==> config.mk <==
export PLATFORM = sky130hd
export DESIGN_NAME = multiboot_icap
export DESIGN_NICKNAME = d
export VERILOG_FILES = /design/src/rtl/multiboot_icap.sv
export SDC_FILE = /design/constraint.sdc
export NUM_CORES = 1
export LEC_CHECK = 0
export ABC_AREA = 1
export CORE_ASPECT_RATIO = 0.7
export CORE_MARGIN = 2
export CORE_UTILIZATION = 50
export CTS_BUF_LIST = sky130_fd_sc_hd__clkbuf_8 sky130_fd_sc_hd__clkbuf_16
export CTS_CLUSTER_SIZE = 8
export DETAILED_ROUTE_END_ITERATION = 7
export HOLD_SLACK_MARGIN = 0.02
export PLACE_DENSITY = 0.84
export SLEW_MARGIN = 10
export SYNTH_ARGS = -nofsm -noshare
export SYNTH_HDL_FRONTEND = slang
export SYNTH_SLANG_ARGS = --single-unit
==> constraint.sdc <==
create_clock -name reg_clk -period 4.76 [get_ports reg_clk]
set_input_delay 0.476 -clock reg_clk [delete_from_list [all_inputs] [get_ports reg_clk]]
set_output_delay 0.476 -clock reg_clk [all_outputs]
set_load 0.005 [all_outputs]
==> src/rtl/multiboot_icap.sv <==
// multiboot_icap: register-driven warm-boot engine. Latches a 32-bit flash
// boot address from the user register write port and, on a keyed command,
// waits a fixed delay and then plays the 8-word 7-series IPROG sequence
// into an ICAPE2 primitive.
module multiboot_icap #(
    parameter logic [7:0]  WREG_ADDR_L = 8'h10,
    parameter logic [7:0]  WREG_ADDR_H = 8'h11,
    parameter logic [7:0]  WREG_CMD    = 8'h12,
    parameter logic [15:0] CMD_KEY     = 16'hB007,
    parameter int          G_DELAY     = 1250,
    parameter int          G_BITSWAP   = 1
) (
    input  logic        reg_clk,
    input  logic        rst_n,
    input  logic        reg_wr_en,
    input  logic [7:0]  reg_wr_addr,
    input  logic [15:0] reg_wr_data,
    output logic [31:0] boot_addr,
    output logic        busy,
    output logic        cmd_err,
    output logic        icap_csib,
    output logic        icap_rdwrb,
    output logic [31:0] icap_o
);

    // Counter only needs to hold G_DELAY-1; keep at least one bit so a
    // zero or unit delay still elaborates cleanly.
    localparam int CW = (G_DELAY < 2) ? 1 : $clog2(G_DELAY);
    localparam logic [CW-1:0] DLY_LOAD = CW'((G_DELAY > 0) ? (G_DELAY - 1) : 0);
    localparam logic [31:0] IDLE_WORD = 32'hFFFF_FFFF;

    typedef enum logic [1:0] {
        ST_IDLE,
        ST_DELAY,
        ST_SEQ,
        ST_HOLD
    } state_t;

    state_t        state_q;
    logic [CW-1:0] cnt_q;
    logic [2:0]    k_q;
    logic [31:0]   boot_addr_q;
    logic          busy_q;
    logic          cmd_err_q;
    logic          csib_q;
    logic          rdwrb_q;
    logic [31:0]   icap_q;

    logic [31:0]   word_d;
    logic [31:0]   word_sw_d;
    logic [31:0]   icap_d;

    // IPROG word table; the boot address slot reads the frozen latch.
    always_comb begin
        word_d = IDLE_WORD;
        case (k_q)
            3'd0:    word_d = 32'hFFFF_FFFF;
            3'd1:    word_d = 32'hAA99_5566;
            3'd2:    word_d = 32'h2000_0000;
            3'd3:    word_d = 32'h3002_0001;
            3'd4:    word_d = boot_addr_q;
            3'd5:    word_d = 32'h3000_8001;
            3'd6:    word_d = 32'h0000_000F;
            default: word_d = 32'h2000_0000;
        endcase
    end

    // ICAPE2 expects each byte bit-reversed relative to the bitstream order.
    for (genvar gi = 0; gi < 4; gi++) begin : g_byte
        for (genvar gj = 0; gj < 8; gj++) begin : g_bit
            assign word_sw_d[8*gi+gj] = word_d[8*gi+7-gj];
        end
    end

    assign icap_d = (G_BITSWAP != 0) ? word_sw_d : word_d;

    // Control FSM with registered outputs; writes are only honoured in IDLE.
    always_ff @(posedge reg_clk or negedge rst_n) begin
        if (!rst_n) begin
            state_q     <= ST_IDLE;
            cnt_q       <= '0;
            k_q         <= '0;
            boot_addr_q <= '0;
            busy_q      <= 1'b0;
            cmd_err_q   <= 1'b0;
            csib_q      <= 1'b1;
            rdwrb_q     <= 1'b0;
            icap_q      <= IDLE_WORD;
        end else begin
            rdwrb_q <= 1'b0;
            case (state_q)
                ST_IDLE: begin
                    if (reg_wr_en) begin
                        if (reg_wr_addr == WREG_ADDR_L) begin
                            boot_addr_q[15:0] <= reg_wr_data;
                        end else if (reg_wr_addr == WREG_ADDR_H) begin
                            boot_addr_q[31:16] <= reg_wr_data;
                        end else if (reg_wr_addr == WREG_CMD) begin
                            if (reg_wr_data == CMD_KEY) begin
                                cmd_err_q <= 1'b0;
                                busy_q    <= 1'b1;
                                cnt_q     <= DLY_LOAD;
                                k_q       <= '0;
                                state_q   <= (G_DELAY == 0) ? ST_SEQ : ST_DELAY;
                            end else begin
                                cmd_err_q <= 1'b1;
                            end
                        end
                    end
                end
                ST_DELAY: begin
                    if (cnt_q == '0) begin
                        k_q     <= '0;
                        state_q <= ST_SEQ;
                    end else begin
                        cnt_q <= cnt_q - 1'b1;
                    end
                end
                ST_SEQ: begin
                    csib_q <= 1'b0;
                    icap_q <= icap_d;
                    if (k_q == 3'd7) begin
                        state_q <= ST_HOLD;
                    end else begin
                        k_q <= k_q + 1'b1;
                    end
                end
                default: begin
                    // HOLD: bus released, busy kept until the device reconfigures.
                    csib_q <= 1'b1;
                    icap_q <= IDLE_WORD;
                end
            endcase
        end
    end

    assign boot_addr  = boot_addr_q;
    assign busy       = busy_q;
    assign cmd_err    = cmd_err_q;
    assign icap_csib  = csib_q;
    assign icap_rdwrb = rdwrb_q;
    assign icap_o     = icap_q;

endmodule

## Yosys cells after proc, flatten, opt, wreduce, memory -nomap -nowiden

Cells that the tools add are included.

| cells by class | value |
|---|---|
| add/subtract/negate cells | 2 |
| eq/ne operators | 21 |
| mux-type cells | 27 |
| bitwise gates (word level) | 2 |
| reduce and logical (&&, ||, !) cells | 13 |

Operators by type and width:

| kind | number |
|---|---|
| 32-bit one-hot mux with 6 select lines | 1 |
| 11-bit two-way mux | 6 |
| 32-bit one-hot mux with 2 select lines | 1 |
| 8-bit by 5-bit equality test with 1-bit output, second input constant | 3 |
| 11-bit one-hot mux with 2 select lines | 1 |
| 3-bit two-way mux | 7 |
| 2-bit inequality test, second input constant | 9 |
| 16-bit equality test, second input constant | 1 |
| 8-bit AND reduction | 2 |
| 2-bit two-way mux | 7 |
| 3-bit equality test, second input constant | 4 |
| 11-bit logical NOT | 1 |
| 11-bit by 1-bit subtractor with 11-bit output, second input constant | 1 |
| 3-bit one-hot mux with 3 select lines | 1 |
| 7-bit AND reduction | 1 |
| 2-bit one-hot mux with 3 select lines | 1 |
| 6-bit AND reduction | 1 |
| 5-bit AND reduction | 1 |
| 4-bit AND reduction | 1 |
| 3-bit by 1-bit adder with 3-bit output, second input constant | 1 |
| 3-bit by 1-bit equality test with 1-bit output, second input constant | 1 |
| 3-bit by 2-bit equality test with 1-bit output, second input constant | 1 |
| 3-bit logical NOT | 1 |
| 3-bit AND reduction | 1 |
| 9 further kinds | 10 |

| word-level totals | value |
|---|---|
| register bits after elaboration | 83 |
| input port bits | 27 |
| logic and storage cells | 74 |

## Depth between registers and ports, before layout

| logic depth | value |
|---|---|
| depth in word-level cells | 7 |
| gate-level depth with buffers | 11 |
| mapped depth without buffers | 10 |

## Least setup slack after synthesis

No wires, ideal clock.

| timing | value |
|---|---|
| path kind | reg-to-reg |
| start point | reg state_q[1] |
| end point | reg icap_q[23] (netlist: icap_o[23]) |
| setup time | 91 ps |
| arrival | 1,476 ps |
| data required time | 4,669 ps |
| slack | 3,193 ps |
| stages on the path, launching flop included | 10 |
| clock period less this slack | 1,567 ps |
| cells stage by stage | dfrtp_1 -> inv_1 -> ha_1 -> buf_2 -> inv_2 -> nand2_2 -> buf_4 -> buf_2 -> a21oi_1 -> o21ai_0 |

| on the way | value |
|---|---|
| word-level cells in the longest chain between the ends | 3 |
| elaborated cells on any way between the ends | 5 |

RTL lines:

| item | RTL line | text |
|---|---|---|
| start: declaration | 39 | `state_t state_q;` |
| start signal: assignment | 104 | `state_q <= (G_DELAY == 0) ? ST_SEQ : ST_DELAY;` |
| 2-bit by 1-bit equality test with 1-bit output / 2-bit logical NOT (equally long branches) | 91 | `case (state_q)` |
| 2-bit OR reduction (no source line) | n/a |  |
| 32-bit one-hot mux with 2 select lines | 91 |  |
| end signal: assignment | 121 | `icap_q <= icap_d;` |
| end: declaration | 47 | `logic [31:0] icap_q;` |

Several ways; a longest one is shown, not always the timed one.
A chain may end at the register's enable or synchronous reset.

## Final worst setup path

| timing | value |
|---|---|
| start point | reg state_q[1] |
| end point | reg icap_q[11] (netlist: icap_o[11]) |

Same word-level chain as after synthesis.

==> flow_metrics.tcl <==
set metrics [dict create \
    io_pins 95 \
    row_count 27 \
    grt_pass1_wl_mm 17.5 \
    antenna_left 0 \
    met1_usage_pct 38.1 \
    place_hpwl_mm 7.95 \
    finalCritPeriodShare_pct 56.7 \
    grtUsageMet3_pct 5.28 \
    place_congestion 0.937 \
    layout-drive-gt1-share_pct 13.4 \
    io_buffers 93 \
    critPathSlowestCell "nor2_4" \
    setup_ws_ns 2.06 \
    ys_warn_count 0 \
    clockBufferDepth 2 \
    start_util_pct 52.1 \
    cp-end-kind "flip-flop" \
    register_area_sq_um 2120 \
    core-area_sq_um 7970 \
    netlist-cell-type-count 32 \
    syn_avg_cell_area_sq_um 8.33 \
    antenna_found_initial 0 \
    die_area_sq_um 9070 \
    grt.busiest_layer "met1" \
    fmax_ghz 0.371 \
    rsz0062_at_grt "false" \
    hp-class "input port to asynchronous set/reset pin" \
    path_clk_slew_ns 0.06 \
    synthCells 499 \
    crit_type "flip-flop to flip-flop" \
    via_count 3754 \
    syn_area_sq_um 4160 \
    cp.required_ns 5.02 \
    synth_seq_cells 83 \
    power.leakage_uw 0.00251 \
    gr-usage-all-layers_pct 25.3 \
    wl_per_cell_microns 16.0 \
    firstDrtPassIters 7 \
    status "finished, violations left" \
    multi_input_area_sq_um 1740 \
    drt_iter0_markers 369 \
    insertion_delay_ns 0.35 \
    tightest_slew_ns 1.16 \
    synth_nets 538 \
    setup_tns_ns 0 \
    slew_headroom_pct 22.7 \
    startpoint_type "flip-flop" \
    routed_wl_mm 11.0 \
    clock_sinks 83 \
    ir_worst_vdd_uv 222 \
    grt_pass1_vias 3402 \
    cap_viol_max_count 0 \
    crit_family "simple AND/OR/NAND/NOR gates" \
    die_h_microns 80.3 \
    cts_tree "yes" \
    final_util_pct 67.5 \
    areaGrowthSynthToFinish_pct 29.5 \
    viasPerCell 5.48 \
    worst-path-max-fanout 59 \
    root_buffer "clkbuf_16" \
    post-place-ws_ns 2.14 \
    final_hold_viol_count 0 \
    cp_cell_sequence "inv_1, ha_1, inv_2, nand2_2, nor2_4, a21oi_1, o21ai_1" \
    seq_area_frac_synth_pct 51.0 \
    setup_viol 0 \
    final_cell_mix "109 x nand2_1, 92 x clkdlybuf4s50_1, 51 x a21oi_1" \
    cpPeakStageDelay_ns 0.77 \
    cp_num_buf_inv 2 \
    grt_use_met2_pct 35.8 \
    drv_slew 0 \
    reg2reg_from "state_q[1]" \
    final_common_cell "nand2_1" \
    grt_start_max_net_pins 84 \
    chipWidth_microns 113 \
    numCtsBuffers 9 \
    post_cts_buffers 0 \
    cp.arrival_ns 2.96 \
    diodes 0 \
    violations "design-rule violations" \
    cp-startpoint "state_q[1]" \
    p_per_area_nw_per_um2 283 \
    skew_ns 0.00727 \
    grt_overflow_total 0 \
    cts_max_level 3 \
    final_net_count 618 \
    holdBufCountCts 0 \
    postCtsResizedCells 0 \
    drc 6 \
    fill_cells 637 \
    min_period_ns 2.70 \
]
-- routing by layer --
| layer | wire length [microns] | up-vias | part of all wire (%) |
|---|---|---|---|
| li1 | - | 1797 | - |
| met1 | 5360 | 1794 | 49 |
| met2 | 4660 | 135 | 42 |
| met3 | 671 | 28 | 6.1 |
| met4 | 288 | 0 | 2.6 |
| met5 | 0 | - | 0 |
-- power breakdown --
group          switching (uW)  internal, uW  total, uW
clock                     289           383        672
sequential               22.2           724        747
combinational            44.8          61.2        106
total                     357          1170       1520
-- registers in the layout, summed over array words and instances (netlist names) --
signal	flops
state_q	2
icap_csib	1
cmd_err	1
cnt_q	11
boot_addr	32
k_q	3
icap_o	32
busy	1
-- through the flow --
| step | hold WS (ns) | std cells | cell area (sq um) | power, uW |
|---|---|---|---|---|
| after global placement | 0.467 | 669 | 5090 | 861 |
| after global routing | 0.413 | 685 | 5380 | 1570 |
| after floorplan | 0.180 | 499 | 4160 | 777 |
| after CTS | 0.355 | 685 | 5380 | 1530 |
| after detailed placement | 0.481 | 669 | 5090 | 865 |
| final | 0.290 | 685 | 5380 | 1520 |
-- synthesized netlist by cell type --
cell,instances,area share (%)
a211oi_1,2,0.36
a21boi_0,1,0.18
a21oi_1,51,6.1
a221oi_1,1,0.21
a41oi_1,1,0.21
buf_2,12,1.4
buf_4,2,0.36
buf_6,1,0.27
clkbuf_1,10,0.90
conb_1,1,0.090
dfrtp_1,50,30
dfstp_2,33,21
ha_1,12,3.6
inv_1,34,3.1
inv_2,13,1.2
nand2_1,109,9.8
nand2_2,4,0.60
nand3_1,21,2.5
nand3_2,3,0.72
nand4_1,3,0.45
nor2_1,41,3.7
nor2_2,3,0.45
nor2_4,3,0.81
nor3_1,1,0.12
nor3b_1,2,0.36
o211ai_1,1,0.18
o21a_1,16,2.9
o21ai_0,21,2.5
o21ai_1,44,5.3
or2_1,1,0.15
or2_2,1,0.15
xor2_1,1,0.21
-- cells by family (layout without fill, tap and decap cells) --
kind of cell	Yosys count	in the layout	synth area share (%)
flip-flops	83	83	51.0
AND/OR/NAND/NOR	192	192	19.9
XOR/XNOR	1	1	0.211
adder cells (fa/ha/maj)	12	12	3.61
other	1	1	0.0902
buffers and inverters	72	157	7.22
AO/OA/AOI/OAI	138	138	18.0
-- final timing paths --
kind	end	cells after the start	slack, ns
setup / recovery	icap_o[11]	7	2.06
hold / removal	boot_addr[26]	1	0.29
setup reg to reg	icap_o[11]	7	2.06
hold reg to reg	icap_csib	2	0.50
max in group asynchronous	busy	1	3.81
min in group reg_clk	icap_csib	2	0.50
-- area by class of cell --
cell class | instances | share of cell area, %
Clock inverter | 5 | 0.674
Inverter | 47 | 3.28
Clock buffer | 11 | 4.69
Tap cell | 101 | 2.35
Sequential cell | 83 | 39.3
Timing Repair Buffer | 94 | 17.4
Multi-Input combinational cell | 344 | 32.3
(Power assumes the default switching activity.)
